[config.mk]
export PLATFORM = sky130hd
export DESIGN_NAME = rf_scoreboard_mp
export DESIGN_NICKNAME = d
export VERILOG_FILES = /design/src/rtl/rf_pkg.sv /design/src/rtl/rf_pend_table.sv /design/src/rtl/rf_scoreboard_mp.sv
export SDC_FILE = /design/constraint.sdc
export NUM_CORES = 1
export LEC_CHECK = 0
export ABC_CLOCK_PERIOD_IN_PS = 2600
export CAP_MARGIN = 20
export CORE_AREA = 2 2 128 130
export CTS_BUF_LIST = sky130_fd_sc_hd__clkbuf_4
export CTS_CLUSTER_SIZE = 14
export DETAILED_ROUTE_END_ITERATION = 8
export DIE_AREA = 0 0 130 132
export PLACE_DENSITY_LB_ADDON = 0.1
export SLEW_MARGIN = 20
export SYNTH_ARGS = -nofsm -noshare
export SYNTH_HDL_FRONTEND = slang
export SYNTH_SLANG_ARGS = --single-unit
export TNS_END_PERCENT = 5
[constraint.sdc]
create_clock -name clk -period 2.6 [get_ports clk]
set_clock_uncertainty 0.2 [all_clocks]
set_input_delay 0.39 -clock clk [delete_from_list [all_inputs] [get_ports clk]]
set_output_delay 0.39 -clock clk [all_outputs]
set_load 0.02 [all_outputs]
[src/rtl/rf_pkg.sv]
// Shared defaults, typedefs and register index names for the
// scoreboarded register file.
package rf_pkg;

  localparam int RF_DATA_W = 16;
  localparam int RF_ADDR_W = 3;

  typedef logic [RF_ADDR_W-1:0] rf_addr_t;
  typedef logic [RF_DATA_W-1:0] rf_data_t;

  localparam rf_addr_t V0 = 3'd0;
  localparam rf_addr_t V1 = 3'd1;
  localparam rf_addr_t V2 = 3'd2;
  localparam rf_addr_t V3 = 3'd3;
  localparam rf_addr_t V4 = 3'd4;
  localparam rf_addr_t V5 = 3'd5;
  localparam rf_addr_t A0 = 3'd6;
  localparam rf_addr_t A1 = 3'd7;

endpackage

[src/rtl/rf_pend_table.sv]
// Per-register pending bits: flush clears all, a write releases its
// destination, and an issue reserves its destination last so it wins.
module rf_pend_table
  import rf_pkg::*;
#(
  parameter int ADDR_W   = RF_ADDR_W,
  parameter int ZERO_REG = 0
) (
  input  logic                  clk,
  input  logic                  reset,
  input  logic                  wrEn,
  input  logic [ADDR_W-1:0]     wrAddr,
  input  logic                  issueEn,
  input  logic [ADDR_W-1:0]     issueAddr,
  input  logic                  flush,
  output logic [2**ADDR_W-1:0]  pend
);

  logic [2**ADDR_W-1:0] pendNext;

  always_comb begin
    pendNext = flush ? '0 : pend;
    if (wrEn)          pendNext[wrAddr]    = 1'b0;
    if (issueEn)       pendNext[issueAddr] = 1'b1;
    if (ZERO_REG != 0) pendNext[0]         = 1'b0;
  end

  always_ff @(posedge clk or negedge reset) begin
    if (!reset) pend <= '0;
    else        pend <= pendNext;
  end

endmodule

[src/rtl/rf_scoreboard_mp.sv]
// Parametrised register file with two async read ports, write-to-read
// bypass, optional hardwired zero register and a pending scoreboard.
module rf_scoreboard_mp
  import rf_pkg::*;
#(
  parameter int DATA_W   = RF_DATA_W,
  parameter int ADDR_W   = RF_ADDR_W,
  parameter int ZERO_REG = 0,
  parameter int BYPASS   = 1
) (
  input  logic              clk,
  input  logic              reset,
  input  logic [ADDR_W-1:0] rd_addr1,
  input  logic [ADDR_W-1:0] rd_addr2,
  output logic [DATA_W-1:0] rd_data1,
  output logic [DATA_W-1:0] rd_data2,
  output logic              busy1,
  output logic              busy2,
  output logic              hazard,
  input  logic              wr_en,
  input  logic [ADDR_W-1:0] wr_addr,
  input  logic [DATA_W-1:0] wr_data,
  input  logic              issue_en,
  input  logic [ADDR_W-1:0] issue_addr,
  input  logic              flush
);

  localparam int DEPTH = 2**ADDR_W;

  logic [DATA_W-1:0] regs [DEPTH];
  logic [DEPTH-1:0]  pend;
  logic              wrStore;
  logic              isZero1, isZero2, fwd1, fwd2;

  assign wrStore = wr_en && !((ZERO_REG != 0) && (wr_addr == '0));

  always_ff @(posedge clk or negedge reset) begin
    if (!reset) begin
      for (int i = 0; i < DEPTH; i++) regs[i] <= '0;
    end else if (wrStore) begin
      regs[wr_addr] <= wr_data;
    end
  end

  rf_pend_table #(
    .ADDR_W   (ADDR_W),
    .ZERO_REG (ZERO_REG)
  ) pendTable (
    .clk       (clk),
    .reset     (reset),
    .wrEn      (wr_en),
    .wrAddr    (wr_addr),
    .issueEn   (issue_en),
    .issueAddr (issue_addr),
    .flush     (flush),
    .pend      (pend)
  );

  // Forwarding also applies while reset is low; the write just isn't stored.
  assign isZero1 = (ZERO_REG != 0) && (rd_addr1 == '0);
  assign isZero2 = (ZERO_REG != 0) && (rd_addr2 == '0);
  assign fwd1    = (BYPASS != 0) && wr_en && (wr_addr == rd_addr1);
  assign fwd2    = (BYPASS != 0) && wr_en && (wr_addr == rd_addr2);

  assign rd_data1 = isZero1 ? '0 : (fwd1 ? wr_data : regs[rd_addr1]);
  assign rd_data2 = isZero2 ? '0 : (fwd2 ? wr_data : regs[rd_addr2]);
  assign busy1    = !isZero1 && !fwd1 && pend[rd_addr1];
  assign busy2    = !isZero2 && !fwd2 && pend[rd_addr2];
  assign hazard   = busy1 | busy2;

endmodule
==> impl_metrics.csv <==
group,metric,value,unit
yosys,async_flop_share,100,%
drt,avgRoutedWirePerCell,22.0,um
outcome,violations,"setup timing",
global_routing,antenna_found_initial,0,
layout,diodes,0,
layout,syn_to_final_growth,19.0,%
hold_path,hp-class,"in2async",
worst_setup_path,critPathArrivalTime,2130,ps
placed_design,finalWeightedCongestion,0.797,
sta,slew_violations,0,
yosys,syn_nets,567,
drt,drtIter0Drc,349,
global_routing,met3_usage,3.98,%
yosys,ys_warn_count,0,
worst_setup_path,critical_path_class,"reg2out",
drt,via_per_inst,5.82,
sta,period_minus_slack,2720,ps
sta,finalCritPeriodShare,105,%
clock_network,cts_tree,"done",
global_routing,grt_max_degree,72,
yosys,muxShareOfSynthArea,42.5,%
layout,fin_nets,673,
floorplanning,die_area,0.0172,sq mm
global_routing,use_met1,33.9,%
yosys,ys_seq_area_share,44.0,%
power,p_per_area,648,mW/mm^2
global_routing,grt_pass1_vias,5452,
layout,drive_gt1_share,53.0,%
worst_setup_path,worstPathMaxFanout,3,
layout,fin_area,0.00920,sq mm
floorplanning,core,0.0157,sq mm
placed_design,post-place-cells,836,
yosys,ys_ff_latch,136,
yosys,synth_edf_count,0,
yosys,synth.cell_area,0.00773,sq mm
clock_network,root_buffer,"clkbuf_4",
clock_network,clk_pin_slew_worst_paths,110,ps
power,power.total,5.96,mW
drt,drt-pass1-iter-count,5,
worst_setup_path,critPathLaunchType,"register",
power,ir_worst_vdd,380,uV
layout,stdcell_count,869,
job,cap_violations,0,
yosys,synth_top_family_by_area,"multiplexers",
placed_design,dpl_cell_area,0.00910,sq mm
clock_network,cts_buffers,17,
sta,hold_viol,0,
sta,max_slew_margin,75.4,%
drt,totalWireLength,19100,um
yosys,synthAdderAreaFrac,0,%
floorplanning,die-height,132,um
global_routing,busiest_layer,"met2",
floorplanning,start_util,49.2,%
yosys,yosys.area_share.simple,5.21,%
clock_network,ctsLongestPathBuffers,2,
drt,vias,5056,
clock_network,h-tree-depth,4,
floorplanning,rows,46,
yosys,yosys_most_used_dff,"dfrtp_1",
yosys,syn_avg_cell_area,14.5,sq um
sta,rsz0062_at_grt,"true",
outcome,status,"finished with violations",
clock_network,cts_setup_buffers,0,
placed_design,port_buffers,67,
global_routing,grt.overflow.total,0,
worst_setup_path,worst_setup_path_end_kind,"primary output",
sta,fmax,368,MHz
layout,utilization,58.5,%
floorplanning,ioPinCount,68,
power,p_leak,3.95,nW
sta,tightest_slew,369,ps
global_routing,grt_use_met2,38.0,%
layout,nFillCells,1288,
worst_setup_path,critPathRequiredTime,2010,ps
global_routing,grt_pass1_wl,30800,um
drt,drtAntennaViolNets,0,
drt,drc,0,
placed_design,preCtsSetupSlack,-365,ps
sta,worst_slack,-119,ps
yosys,synthesis.instances,534,
global_routing,grt_usage,24.0,%
yosys,yosys.cell_types.count,30,
clock_network,insertion_delay,540,ps
sta,setup_violations,3,
floorplanning,die_w,130,um
placed_design,dp_hpwl,13100,um
clock_network,clock-sinks,136,
worst_setup_path,reg2reg_depth,2,
yosys,synth_compound_area_share,2.98,%
yosys,synth-xor-area-share,0.680,%
-- layout by cell type, fill, tap and decap left out, types with 2 or more instances in the layout --
cell type,synthesis,layout
a21oi_1,32,32
a22oi_1,2,2
and3_4,1,2
buf_12,0,20
buf_2,10,24
buf_4,25,54
clkbuf_2,0,10
clkbuf_4,0,21
clkdlybuf4s15_2,0,2
clkdlybuf4s50_1,0,23
clkinv_2,0,8
clkinvlp_4,0,2
dfrtp_1,136,136
dlygate4sd2_1,0,5
inv_1,2,2
mux2_1,3,3
mux2_2,125,125
mux2i_1,36,36
mux4_2,66,66
nand2_1,3,3
nand2b_1,7,5
nand2b_4,1,3
nand3b_1,4,4
nand4_1,2,2
nand4b_2,3,3
nor2_1,34,34
nor2b_1,2,2
nor3_4,2,2
nor3b_4,2,2
o21ai_0,4,4
o32ai_1,4,4
xnor2_1,6,6
-- synth_stat cells (all sizes together) (3+ instances only) --
cell type	count	area (sq um)
dfrtp	136	3400
mux2	128	1440
mux4	66	1490
buf	42	302
mux2i	36	360
nor2	34	128
a21oi	32	160
clkbuf	12	45.0
nand2b	8	57.6
xnor2	6	52.6
nand3b	4	30.0
o21ai	4	20.0
o32ai	4	35.0
nand2	3	11.3
nand4	3	25.0
nand4b	3	45.0
-- final timing paths --
check,from,slack (ps),to
worst max-delay path,pendTable.pend[7],-120,hazard
worst min-delay path,reset,80,regs[112]
worst max register to register,pendTable.pend[4],1570,pendTable.pend[4]
worst min register to register,regs[62],330,regs[62]
max in group asynchronous,reset,1440,regs[17]
min in group clk,regs[62],330,regs[62]
-- state kept, by name, summed over array words and instances, names as in the netlist --
register and count:
pendTable.pend 8, regs 128
-- stage by stage --
| step | hold WS (ps) | setup TNS (ps) |
|---|---|---|
| floorplan | -106 | 0 |
| global placement | 111 | -9080 |
| detailed placement | 109 | -10020 |
| CTS | 58.4 | -409 |
| global route | 77.6 | -561 |
| finish | 76.7 | -243 |
-- area by class of cell --
type / instances / area, sq um / area share [%]
Clock buffer: 21 / 158 / 1.71
Clock inverter: 11 / 58.8 / 0.639
Inverter: 2 / 7.51 / 0.0816
Multi-Input combinational cell: 342 / 3990 / 43.4
Sequential cell: 136 / 3400 / 37.0
Tap cell: 216 / 270 / 2.94
Timing Repair Buffer: 141 / 1310 / 14.2
-- layer usage --
| layer | wire, um | part of all wire (%) |
|---|---|---|
| met3 | 662 | 3.5 |
| met2 | 9390 | 49 |
| met4 | 439 | 2.3 |
| met5 | 0 | 0 |
| met1 | 8590 | 45 |
-- report_power, final --
group	leakage, nW	internal (mW)	total (mW)	switching (mW)
clock	0.130	0.402	1.14	0.743
combinational	2.18	1.12	1.94	0.826
sequential	1.64	2.56	2.88	0.315
-- timing repair --
| action | 4_1_cts | 5_1_grt |
|---|---|---|
| endpoints found under the setup margin | 35 | 28 |
| pin swaps | 2 | 0 |
| resized for setup | 100 | 31 |
| endpoints found under the hold margin | 136 | 0 |
| gates cloned | 0 | 0 |
| hold buffers | 1 | 0 |
-- critical path, cell delays in order (launching register included) --
cell      delay, ps
dfrtp_1         430
mux4_2          490
nand2b_4        150
and3_4          160
or2_1           230
buf_6           130
-- logic make-up (layout without fill, tap and decap cells) --
group | after synthesis | in the layout
multiplexers | 230 | 230
flip-flops | 136 | 136
AND/OR/NAND/NOR | 64 | 64
buffers and inverters | 56 | 175
AO/OA/AOI/OAI | 42 | 42
XOR/XNOR | 6 | 6
(Power assumes the default switching activity.)
